File: src/rtl/rshift_unit.sv
// Multi-cycle right shifter: one bit per clock, logical (sh_in fill) or arithmetic (sign fill).
// Optional feature: define RSH_STICKY_EN to add the sticky output (OR of all bits shifted out).
`timescale 1ns/1ps

module rshift_unit #(
    parameter int WIDTH = 8,
    parameter int CNT_W = 4
) (
    input  logic             clk,
    input  logic             rst_b,
    input  logic             start,
    input  logic [WIDTH-1:0] din,
    input  logic [CNT_W-1:0] amount,
    input  logic             arith,
    input  logic             sh_in,
    output logic             busy,
    output logic             done,
    output logic [WIDTH-1:0] dout,
    output logic             sh_out
`ifdef RSH_STICKY_EN
    ,
    output logic             sticky
`endif
);

    typedef enum logic [1:0] {
        ST_IDLE  = 2'd0,
        ST_SHIFT = 2'd1,
        ST_DONE  = 2'd2
    } state_e;

    state_e           state_q,  state_d;
    logic [WIDTH-1:0] data_q,   data_d;
    logic [CNT_W-1:0] cnt_q,    cnt_d;
    logic             arith_q,  arith_d;
    logic             sh_in_q,  sh_in_d;
    logic             sh_out_q, sh_out_d;

    logic accept;
    logic fill;

    // Only an idle unit accepts work; start in SHIFT or DONE is dropped.
    assign accept = (state_q == ST_IDLE) && start;
    assign fill   = arith_q ? data_q[WIDTH-1] : sh_in_q;

    // ------------------------------------------------------------------
    // State register
    // ------------------------------------------------------------------
    // NOTE: sequential state uses non-blocking (<=) so every flop samples pre-edge values.
    always_ff @(posedge clk or negedge rst_b) begin
        if (!rst_b) begin
            state_q <= ST_IDLE;
        end else begin
            state_q <= state_d;
        end
    end

    // ------------------------------------------------------------------
    // Next-state logic
    // ------------------------------------------------------------------
    // NOTE: every always_comb output gets a default first, otherwise a latch is inferred.
    always_comb begin
        state_d = state_q;
        unique case (state_q)
            ST_IDLE: begin
                if (start) begin
                    state_d = (amount != '0) ? ST_SHIFT : ST_DONE;
                end
            end
            ST_SHIFT: begin
                if (cnt_q == CNT_W'(1)) begin
                    state_d = ST_DONE;
                end
            end
            ST_DONE: begin
                state_d = ST_IDLE;
            end
            default: begin
                state_d = ST_IDLE;
            end
        endcase
    end

    // ------------------------------------------------------------------
    // Datapath registers
    // ------------------------------------------------------------------
    always_comb begin
        data_d   = data_q;
        cnt_d    = cnt_q;
        arith_d  = arith_q;
        sh_in_d  = sh_in_q;
        sh_out_d = sh_out_q;
        if (accept) begin
            data_d   = din;
            cnt_d    = amount;
            arith_d  = arith;
            sh_in_d  = sh_in;
            sh_out_d = 1'b0;
        end else if (state_q == ST_SHIFT) begin
            data_d   = {fill, data_q[WIDTH-1:1]};
            sh_out_d = data_q[0];
            cnt_d    = cnt_q - CNT_W'(1);
        end
    end

    always_ff @(posedge clk or negedge rst_b) begin
        if (!rst_b) begin
            data_q   <= '0;
            cnt_q    <= '0;
            arith_q  <= 1'b0;
            sh_in_q  <= 1'b0;
            sh_out_q <= 1'b0;
        end else begin
            data_q   <= data_d;
            cnt_q    <= cnt_d;
            arith_q  <= arith_d;
            sh_in_q  <= sh_in_d;
            sh_out_q <= sh_out_d;
        end
    end

`ifdef RSH_STICKY_EN
    logic sticky_q, sticky_d;

    // Rounding hint: remembers whether any 1 ever left through bit 0.
    always_comb begin
        sticky_d = sticky_q;
        if (accept) begin
            sticky_d = 1'b0;
        end else if (state_q == ST_SHIFT) begin
            sticky_d = sticky_q | data_q[0];
        end
    end

    always_ff @(posedge clk or negedge rst_b) begin
        if (!rst_b) begin
            sticky_q <= 1'b0;
        end else begin
            sticky_q <= sticky_d;
        end
    end

    assign sticky = sticky_q;
`endif

    // ------------------------------------------------------------------
    // Output logic
    // ------------------------------------------------------------------
    always_comb begin
        busy = 1'b0;
        done = 1'b0;
        unique case (state_q)
            ST_SHIFT: busy = 1'b1;
            ST_DONE: begin
                busy = 1'b1;
                done = 1'b1;
            end
            default: begin
                busy = 1'b0;
                done = 1'b0;
            end
        endcase
    end

    assign dout   = data_q;
    assign sh_out = sh_out_q;

`ifndef SYNTHESIS
    // A zero count can never be live in SHIFT: it is diverted straight to DONE.
    a_cnt_nonzero: assert property (@(posedge clk) disable iff (!rst_b)
        (state_q == ST_SHIFT) |-> (cnt_q != '0));

    a_done_pulse: assert property (@(posedge clk) disable iff (!rst_b)
        done |=> !done);
`endif

endmodule
File: config.mk
export PLATFORM = sky130hd
export DESIGN_NAME = rshift_unit
export DESIGN_NICKNAME = d
export VERILOG_FILES = /design/src/rtl/rshift_unit.sv
export SDC_FILE = /design/constraint.sdc
export NUM_CORES = 1
export LEC_CHECK = 0
export BUFFER_PORTS_ARGS = -buffer_cell sky130_fd_sc_hd__clkbuf_2
export CAP_MARGIN = 20
export CORE_UTILIZATION = 52
export CTS_BUF_LIST = sky130_fd_sc_hd__clkbuf_4
export DETAILED_ROUTE_END_ITERATION = 10
export GPL_TIMING_DRIVEN = 0
export PLACE_DENSITY = 0.81
export SLEW_MARGIN = 20
export SYNTH_ARGS = -nofsm -noshare
export SYNTH_HDL_FRONTEND = slang
export SYNTH_SLANG_ARGS = --single-unit
File: constraint.sdc
create_clock -name clk -period 1.6 [get_ports clk]
set_input_delay 0.08 -clock clk [delete_from_list [all_inputs] [get_ports clk]]
set_output_delay 0.08 -clock clk [all_outputs]
set_load 0.02 [all_outputs]
# ---- Word level (Yosys, flattened, before mapping)
# Cells that the tools add are included.
dict set report word_totals {
  ff_bits 17
  output_inout_bits 11
}
dict set report classes {
  addsub 1
  eq_ne 6
  n_mux 13
  n_reduce_logical 7
}
# cell count
set op_table {}
lappend op_table {{two-way mux 8 bit} 2}
lappend op_table {{two-way mux 4 bit} 2}
lappend op_table {{two-way mux 2 bit} 3}
lappend op_table {{two-way mux 1 bit} 5}
lappend op_table {{== test 4 x 1 -> 1 bit (second input constant)} 1}
lappend op_table {{inequality test 2 bit (second input constant)} 2}
lappend op_table {{one-hot mux 2 bit (2 select lines)} 1}
lappend op_table {{AND reduction 2 bit} 2}
lappend op_table {{nonzero test 4 bit} 1}
lappend op_table {{subtractor 4 x 1 -> 4 bit (second input constant)} 1}
lappend op_table {{== test 2 x 1 -> 1 bit (second input constant)} 1}
lappend op_table {{== test 2 bit (second input constant)} 1}
lappend op_table {{logical NOT 2 bit} 1}
lappend op_table {{inequality test 2 x 1 -> 1 bit (second input constant)} 1}
lappend op_table {{nonzero test 2 bit} 1}
lappend op_table {{OR reduction 2 bit} 1}
lappend op_table {{logical AND 1 bit} 1}

# ---- Depth between registers and ports, before layout
# Gate-level depths: netlist of run 1.
dict set report logic_depth {
  ltp_word 4
  mapped_depth 6
  mapped_depth_nobuf 5
}

# ---- Least setup slack after synthesis of run 1
# Ideal clock, no wire load.
dict set report synth_path {
  kind {register to register}
  startpoint {reg cnt_q[1]}
  endpoint {reg state_q[0]}
  t_arrival_ps 1303
  required_time_ps 1520
  slack_ps 217
  stages_incl_launch_ff 6
  cell_sequence {dfrtp_1 -> inv_1 -> ha_1 -> or3b_4 -> a211o_1 -> o211ai_2}
}
dict set report synth_via {
  elab_chain_len 3
}
# item line_no
set synth_rtl {}
lappend synth_rtl {{start, declared} 34} ;# logic [CNT_W-1:0] cnt_q, cnt_d;
lappend synth_rtl {{start signal, assigned} 115} ;# cnt_q <= cnt_d;
lappend synth_rtl {{== test 4 x 1 -> 1 bit} 71} ;# if (cnt_q == CNT_W'(1)) begin
lappend synth_rtl {{inequality test 2 bit (no source line)} --}
lappend synth_rtl {{AND reduction 2 bit (no source line)} --}
lappend synth_rtl {{end signal, assigned} 54} ;# state_q <= state_d;
lappend synth_rtl {{end, declared} 32} ;# state_e state_q, state_d;
# Every way passes these cells.
# A chain may end at the register's enable or synchronous reset.

# ---- Worst setup path in the final report of run 1
# Ends and elaborated chain as after synthesis.

==> results by group, run 1 <==
Flow run
  • Max-cap violations: 0

Worst setup path
  • Max incr delay on CP: 0.43 ns
  • Slowest stage cell, crit path: dfrtp_1
  • Crit start category: register
  • WP data arrival: 1.70 ns
  • Critical path capture point type: register
  • CP Cell Sequence: inv_1 -> ha_1 -> or3b_4 -> a211o_1 -> o211ai_2
  • Critical Path RT: 1.82 ns
  • Crit Path Category: reg2reg
  • Worst path top cell family by delay: flip-flops
  • CP max FO: 3
  • CP Buf/Inv Count: 1

Outcome
  • Failing checks: design-rule violations
  • Status: finished with violations

Synthesis
  • Cell taking the most area after synthesis: dfrtp_1
  • Mapped Area: 895 um2
  • Share of the synthesized area in the top cell type: 47.6%
  • Synth area leaders: dfrtp_1 (48%), mux2i_1 (10%), a21oi_1 (7.3%)
  • Ys Warns: 0
  • Part of the Yosys area used for sequential elements: 47.6%
  • Synthesized flop and latch total: 17
  • Unique masters post-synth: 24
  • Synth Area per Inst: 10.5 um2
  • Post-synthesis net count: 107
  • Post-Syn Instances: 85

Clock tree
  • Worst-path clk slew: 0.10 ns
  • CTS Buffer Depth: 2
  • Max H-tree Level: 1
  • CTS tree: done
  • Root Buffer Master: clkbuf_4
  • TritonCTS sink count: 17
  • Insertion delay to the later sink of the worst-skew pair: 0.29 ns
  • Number of CTS-inserted buffers: 3
  • Setup repair bufs after CTS: 0

Power
  • Switch Pwr: 0.000911 W
  • Sw Ratio: 42.4%
  • Part of the power in registers: 37.6%
  • Clock share of power: 11.7%
  • Internal power: 0.00124 W
  • Combinational share of power: 50.7%
  • Peak supply drop: 1230 uV
  • Leakage: 0.533 nW
  • P per Cell Area: 1960 nW/um2
  • Total chip power: 0.00215 W

STA
  • Worst slew margin: 71.3%
  • Period utilisation layout: 92.5%
  • RSZ-0062 raised after global routing: false
  • Fin crit period: 1.48 ns
  • Fmax: 675 MHz
  • Pins Over Slew Limit: 0
  • Setup violations, final: 0
  • Hold Violations, Final: 0
  • Final Skew: 0.00410 ns
  • Least-Margin Pin Slew: 0.427 ns
  • Final WS setup: 0.119 ns
  • Min Hold Slack: 0.00761 ns

Die
  • Initial Util: 57.4%
  • Row count: 14
  • Die area: 1890 um2
  • Die W: 43.5 um
  • Core ar.: 1560 um2
  • Die H: 43.5 um
  • Ports: 28

Global route
  • Total track usage: 21.8%
  • Largest net degree at the start of global routing: 18
  • Remaining Overflow, GRT: 0
  • Initial antenna violation count: 0
  • First-pass GRT wire length: 3010 um
  • Vias in the first global route: 685

Detailed routing
  • Vias per cell: 5.12
  • DR iter-0 viols: 8
  • Post-route ant nets: 0
  • WL/cell: 12.0 um
  • Total wire length: 1600 um
  • Drt drc: 4
  • First-pass DRT Iterations: 6
  • Detailed-route via count: 681

Placed design
  • Count of buffers from port buffering: 27
  • RD Place Congestion: 0.720
  • HPWL after DPL: 1210 um
  • Placed inst area: 1050 um2
  • Place WS: -0.0257 ns

Cells and area
  • Filler instances: 128
  • Nets: 140
  • Ratio of cells with drive above 1 in the final layout: 35.9%
  • Most common cell after layout, fill and taps aside: clkbuf_2
  • Most frequent cells in the layout: clkbuf_2 (28), dfrtp_1 (17), a21oi_1 (13)
  • Design area: 1100 um2
  • Register area: 425 um2
  • Footprint of the multi-input gates: 428 um2
  • Area delta synth->final: 22.7%
  • Number of diodes: 0

Worst hold path
  • Path type of the worst min-delay path: in2reg
[cell families (layout without fill, tap and decap cells)]
logic type / count (synthesis) / in the layout / share of synthesized area (%)
AND/OR/NAND/NOR: 20 / 20 / 11.2
adder cells (fa/ha/maj): 5 / 5 / 6.99
XOR/XNOR: 3 / 3 / 2.94
AO/OA/AOI/OAI: 18 / 18 / 12.6
buffers and inverters: 10 / 42 / 4.89
multiplexers: 12 / 12 / 13.8
flip-flops: 17 / 17 / 47.6
[power groups by stage]
stage	clock (W)	combinational (W)	sequential (W)
floorplan	0	0.000703	0.000913
CTS	0.000249	0.00109	0.000810
global placement	0	0.00106	0.000801
detailed placement	0	0.00108	0.000820
finish	0.000250	0.00109	0.000808
global route	0.000268	0.00123	0.000833
[registers in the layout, indices dropped and copies added (netlist names)]
signal   cells
arith_q      1
cnt_q        4
sh_out       1
dout         8
state_q      2
sh_in_q      1
[synthesized netlist by cell type, drive strengths merged]
library cell and number:
mux2 3, a21oi 13, nor4b 1, o21ai 1, nand3 1, a22o 1
a22oi 1, xor2 1, a211o 1, dfrtp 17, inv 6, xnor2 2
nor2b 1, nor2 12, clkbuf 1, nand2 3, or3b 1, mux2i 9
buf 3, nor4 1, ha 5, o211ai 1
[worst paths after layout]
check | start | endpoint | slack (ns) | cells past startpoint
worst min register to register | sh_in_q$_DFFE_PN0P_ | sh_in_q$_DFFE_PN0P_ | 0.52 | 1
worst max-delay path | cnt_q[1]$_DFFE_PN0P_ | state_q[0]$_DFFE_PN0P_ | 0.12 | 5
min in group asynchronous | rst_b | state_q[1]$_DFFE_PN0P_ | 0.23 | 2
max in group asynchronous | rst_b | dout[3]$_DFFE_PN0P_ | 1.08 | 2
worst min-delay path | amount[1] | cnt_q[1]$_DFFE_PN0P_ | 0.008 | 2
worst max register to register | cnt_q[1]$_DFFE_PN0P_ | state_q[0]$_DFFE_PN0P_ | 0.12 | 5
[repair_timing]
item / CTS / global route
setup endpoints to repair: 10 / 10
gates resized for setup: 1 / 2
hold buffers: 1 / 0
endpoints found under the hold margin: 17 / 0
[routing by layer]
metal  track usage, %  share of wire, %
met3             3.75               4.0
met5                0                 0
met1             28.3                45
met2             35.2                49
met4             11.3               2.4
[through the flow]
| stage | TNS, ns | cells | utilization [%] |
|---|---|---|---|
| 6_report | 0 | 133 | 70.4 |
| 5_1_grt | 0 | 133 | 70.4 |
| 4_1_cts | 0 | 133 | 70.0 |
| 3_5_place_dp | -0.192 | 128 | 67.3 |
| 3_3_place_gp | -0.158 | 128 | 67.3 |
| 2_1_floorplan | 0 | 85 | - |
[layout make-up]
type                       count  area share [%]
multi-input combinational     58            39.0
sequential                    17            38.8
timing repair buffer          28            13.2
clock buffer                   4            2.74
buffer                         4            2.39
inverter                       6            2.05
tap                           16            1.82
No activity file was read; power rests on OpenSTA's default activity.
==> inputs of run 2 (changes only) <==
CORE_UTILIZATION = 56   (was 52)
PLACE_DENSITY = 0.86   (was 0.81)
clock period = 1.91 ns   (was 1.6 ns; I/O delays follow)
==> run 2 against run 1 <==
Compared with the run above: the run now ends clean; combinational power is 16% lower; die area decreased by 6.8%; sequential cell count did not move; non-clock buffer count unchanged; sequential share of layout area grew 0.27 points; routed wire length up 2.5%; clock power is 20% lower; worst setup slack better by 0.12 ns; final cell count unchanged; clock-buffer cell count did not move; sequential power down 17%.
==> results by group, run 2 (synthesis results as in run 1) <==
Clock tree
  • Root Buffer Master: clkbuf_4
  • Insertion delay to the later sink of the worst-skew pair: 0.28 ns
  • TritonCTS sink count: 17
  • Number of CTS-inserted buffers: 3
  • Max H-tree Level: 1
  • CTS tree: done
  • Post-CTS Resized: 0
  • Worst-path clk slew: 0.10 ns
  • CTS Buffer Depth: 2

Global route
  • Vias in the first global route: 684
  • First-pass GRT wire length: 2810 um
  • Remaining Overflow, GRT: 0
  • GRT Max-Usage Layer: met2
  • Initial antenna violation count: 0
  • Met1 Use GR: 28.4%
  • Total track usage: 20.6%
  • Met2 GRT Util: 34.1%
  • Met3 Resource Use GR: 2.59%
  • Largest net degree at the start of global routing: 18

Detailed routing
  • Vias per cell: 5.30
  • DR iter-0 viols: 6
  • Detailed-route via count: 705
  • WL/cell: 12.3 um
  • Drt drc: 0
  • Total wire length: 1640 um
  • Post-route ant nets: 0
  • First-pass DRT Iterations: 4

Worst setup path
  • Crit start category: register
  • Critical path capture point type: register
  • Critical Path RT: 2.05 ns
  • R2r endpoint: dout[0]$_DFFE_PN0P_
  • Critical Path End: dout[0]$_DFFE_PN0P_
  • Worst setup startpoint: state_q[0]$_DFFE_PN0P_
  • Crit Path Category: reg2reg
  • WP data arrival: 1.81 ns
  • FF-to-FF path depth: 5
  • CP max FO: 10
  • Reg2Reg Setup Slack: 0.24 ns
  • Reg2reg start: state_q[0]$_DFFE_PN0P_

Cells and area
  • Register area: 425 um2
  • Ratio of cells with drive above 1 in the final layout: 34.2%
  • Area delta synth->final: 21.8%
  • Nets: 140
  • Number of diodes: 0
  • Filler instances: 118
  • Final core occ: 72.3%
  • Footprint of the multi-input gates: 425 um2
  • Largest register FFs: 8
  • Most frequent cells in the layout: clkbuf_2 (27), dfrtp_1 (17), a21oi_1 (13)
  • Most common cell after layout, fill and taps aside: clkbuf_2

Die
  • Core ar.: 1510 um2
  • Die H: 42.0 um
  • Ports: 28
  • Die area: 1760 um2
  • Die W: 42.0 um
  • Initial Util: 59.4%
  • Row count: 14

Placed design
  • HPWL after DPL: 1230 um
  • RD Place Congestion: 0.699
  • Count of buffers from port buffering: 27

Worst hold path
  • Hold_sp: arith
  • Path type of the worst min-delay path: in2reg

STA
  • Fin crit period: 1.67 ns
  • Final Skew: 0.00503 ns
  • Worst slew margin: 70.2%
  • Fmax: 599 MHz
  • RSZ-0062 raised after global routing: false
  • Setup violations, final: 0
  • Setup TNS: 0 ns
  • Period utilisation layout: 87.4%
  • Least-Margin Pin Slew: 0.447 ns
  • Hold Violations, Final: 0
  • Pins Over Slew Limit: 0

Flow run
  • Max-cap violations: 0

Power
  • Peak supply drop: 1120 uV
  • P per Cell Area: 1640 nW/um2
  • Leakage: 0.529 nW

Outcome
  • Status: finished clean
-- run 2: cell counts in the layout (fill, tap and decap cells not counted) --
No cell type changed its count.
-- run 2: worst min path at each step --
| stage | end | cells after the start |
|---|---|---|
| floorplan | arith_q$_DFFE_PN0P_ | 0 |
| global placement | sh_out$_DFFE_PN0P_ | 1 |
| detailed placement | sh_out$_DFFE_PN0P_ | 1 |
| CTS | cnt_q[1]$_DFFE_PN0P_ | 2 |
| global route | sh_in_q$_DFFE_PN0P_ | 2 |
| finish | arith_q$_DFFE_PN0P_ | 2 |
-- run 2: worst max-delay path: stages, from the launching register on --
cell,delay (ns)
dfrtp_1,0.41
inv_1,0.08
ha_1,0.25
nand2_1,0.26
clkbuf_1,0.41
a21oi_1,0.13
-- run 2: what timing repair did --
item	CTS	global route
buffers inserted	0	0
hold buffers	1	0
endpoints found under the hold margin	17	0
-- run 2: report_power, final --
part,internal (W),switching (W)
logic,0.000397,0.000514
clock network,0.0000951,0.000105
registers,0.000536,0.000138
total,0.00103,0.000757
-- run 2: final cells by class --
cell class                 instances  share of cell area [%]
inverter                           6                    2.07
clock buffer                       4                    2.76
timing repair buffer              28                    13.3
multi-input combinational         58                    39.0
tap                               16                    1.84
buffer                             4                    1.95
sequential                        17                    39.0
-- run 2: through the flow --
step                worst slack (ns)  total power (W)  cell area, um2  std cells  hold slack (ns)
floorplan                      0.527          0.00135             895         85           -0.200
global route                  0.0955          0.00193            1090        133           0.0327
global placement               0.308          0.00156            1050        128           0.0457
CTS                            0.248          0.00180            1090        133           0.0360
finish                         0.240          0.00179            1090        133           0.0390
detailed placement             0.262          0.00160            1050        128           0.0545
-- run 2: layer usage --
metal | wire length [um] | vias to the layer above
met1 | 779 | 334
li1 | - | 354
met5 | 0 | -
met2 | 795 | 15
met4 | 9 | 0
met3 | 53 | 2
==> inputs of run 3 (changes only) <==
CORE_MARGIN = 8   (was unset)
CORE_UTILIZATION = 50   (was 56)
PLACE_DENSITY = 0.78   (was 0.86)
==> run 3 against run 2 <==
Compared with the run above: clock power about the same; non-clock buffer count unchanged; clock skew is 0.0028 ns higher; sequential cell count unchanged; worst setup slack improved by 0.0080 ns; critical endpoint is now dout[6]$_DFFE_PN0P_.
==> results by group, run 3 (synthesis results as in run 1) <==
Global route
  • Largest net degree at the start of global routing: 18
  • Remaining Overflow, GRT: 0
  • First-pass GRT wire length: 3510 um
  • Initial antenna violation count: 0
  • Total track usage: 13.0%
  • Vias in the first global route: 827

Detailed routing
  • Detailed-route via count: 706
  • DR iter-0 viols: 11
  • WL/cell: 13.5 um
  • Post-route ant nets: 0
  • Drt drc: 0
  • Vias per cell: 4.97
  • First-pass DRT Iterations: 4
  • Total wire length: 1910 um

Worst setup path
  • Reg2Reg Setup Slack: 0.25 ns
  • FF-to-FF path depth: 5
  • CP max FO: 10
  • CP Cell Sequence: inv_1 -> ha_1 -> nand2_1 -> clkbuf_1 -> a21oi_1
  • Max incr delay on CP: 0.40 ns
  • WP data arrival: 1.81 ns
  • Critical path capture point type: register
  • Reg2reg start: state_q[0]$_DFFE_PN0P_
  • Crit start category: register
  • Slowest stage cell, crit path: dfrtp_1
  • Critical Path RT: 2.06 ns
  • Crit Path Category: reg2reg
  • R2r endpoint: dout[6]$_DFFE_PN0P_

Clock tree
  • Post-CTS Resized: 0
  • CTS Buffer Depth: 2
  • CTS tree: done
  • Insertion delay to the later sink of the worst-skew pair: 0.29 ns
  • Worst-path clk slew: 0.10 ns
  • Max H-tree Level: 1
  • Hold_buf cts: 1
  • Setup repair bufs after CTS: 0
  • TritonCTS sink count: 17
  • Number of CTS-inserted buffers: 3
  • Root Buffer Master: clkbuf_4

STA
  • Least-Margin Pin Slew: 0.428 ns
  • Fmax: 602 MHz
  • Fin crit period: 1.66 ns
  • Setup violations, final: 0
  • Final WS setup: 0.248 ns
  • Worst slew margin: 71.4%
  • Period utilisation layout: 87.0%
  • Setup TNS: 0 ns
  • Hold Violations, Final: 0
  • Final Skew: 0.00785 ns
  • Pins Over Slew Limit: 0
  • RSZ-0062 raised after global routing: false

Power
  • Leakage: 0.529 nW
  • P per Cell Area: 1640 nW/um2
  • Total chip power: 0.00180 W
  • Peak supply drop: 883 uV

Cells and area
  • Final core occ: 64.5%
  • Design area: 1100 um2
  • Area delta synth->final: 23.1%
  • Nets: 140
  • Ratio of cells with drive above 1 in the final layout: 34.2%
  • Number of diodes: 0
  • Most common cell after layout, fill and taps aside: clkbuf_2
  • Filler instances: 149
  • Largest register FFs: 8
  • Most frequent cells in the layout: clkbuf_2 (27), dfrtp_1 (17), a21oi_1 (13)

Die
  • Die H: 58.3 um
  • Row count: 15
  • Ports: 28
  • Initial Util: 52.4%
  • Die W: 58.3 um
  • Core ar.: 1710 um2
  • Die area: 3400 um2

Placed design
  • HPWL after DPL: 1500 um
  • Place WS: 0.245 ns
  • Count of buffers from port buffering: 27
  • Placed inst area: 1060 um2
  • RD Place Congestion: 0.753

Worst hold path
  • Path type of the worst min-delay path: in2reg
  • Hold Path Depth: 2
  • Worst Hold Path EP: sh_in_q$_DFFE_PN0P_
  • Hold_sp: sh_in

Flow run
  • Max-cap violations: 0

Outcome
  • Status: finished clean
run 3: cell counts in the layout (fill, tap and decap cells not counted):
No cell type changed its count.
run 3: how the worst max path moves through the flow:
stage | slack [ns] | start | depth (start not counted) | endpoint
CTS | 0.23 | state_q[0]$_DFFE_PN0P_ | 5 | dout[6]$_DFFE_PN0P_
global placement | 0.31 | state_q[0]$_DFFE_PN0P_ | 5 | dout[7]$_DFFE_PN0P_
global route | 0.08 | state_q[0]$_DFFE_PN0P_ | 5 | dout[2]$_DFFE_PN0P_
detailed placement | 0.25 | state_q[0]$_DFFE_PN0P_ | 5 | dout[6]$_DFFE_PN0P_
finish | 0.25 | state_q[0]$_DFFE_PN0P_ | 5 | dout[6]$_DFFE_PN0P_
floorplan | 0.53 | cnt_q[1]$_DFFE_PN0P_ | 5 | state_q[0]$_DFFE_PN0P_
run 3: layout make-up:
| type | count | area (um2) | share of cell area [%] |
|---|---|---|---|
| Sequential cell | 17 | 425 | 38.6 |
| Buffer | 4 | 21.3 | 1.93 |
| Timing Repair Buffer | 28 | 145 | 13.2 |
| Multi-Input combinational cell | 58 | 425 | 38.6 |
| Tap cell | 25 | 31.3 | 2.84 |
| Inverter | 6 | 22.5 | 2.05 |
| Clock buffer | 4 | 30.0 | 2.73 |
run 3: report_power, final:
part           internal [W]  switching [W]
clock             0.0000953       0.000108
combinational      0.000396       0.000531
sequential         0.000536       0.000137
run 3: routing by layer:
metal / track usage, % / share of wire, %
met2: 22.8 / 50
met4: 4.20 / 1.2
met1: 14.4 / 43
met3: 4.13 / 5.5
met5: 0 / 0
run 3: through the flow:
| stage | hold slack, ns | cells |
|---|---|---|
| after floorplan | -0.200 | 85 |
| after global placement | 0.0469 | 137 |
| after detailed placement | 0.0529 | 137 |
| after CTS | 0.0327 | 142 |
| after global routing | 0.0297 | 142 |
| final | 0.0333 | 142 |
run 3: worst max-delay path, delay by kind of cell, from the launching register on:
kind	cells	cell delay, ns
adder cells (fa/ha/maj)	1	0.26
AO/OA/AOI/OAI	1	0.13
buffers and inverters	2	0.47
flip-flops	1	0.40
AND/OR/NAND/NOR	1	0.28
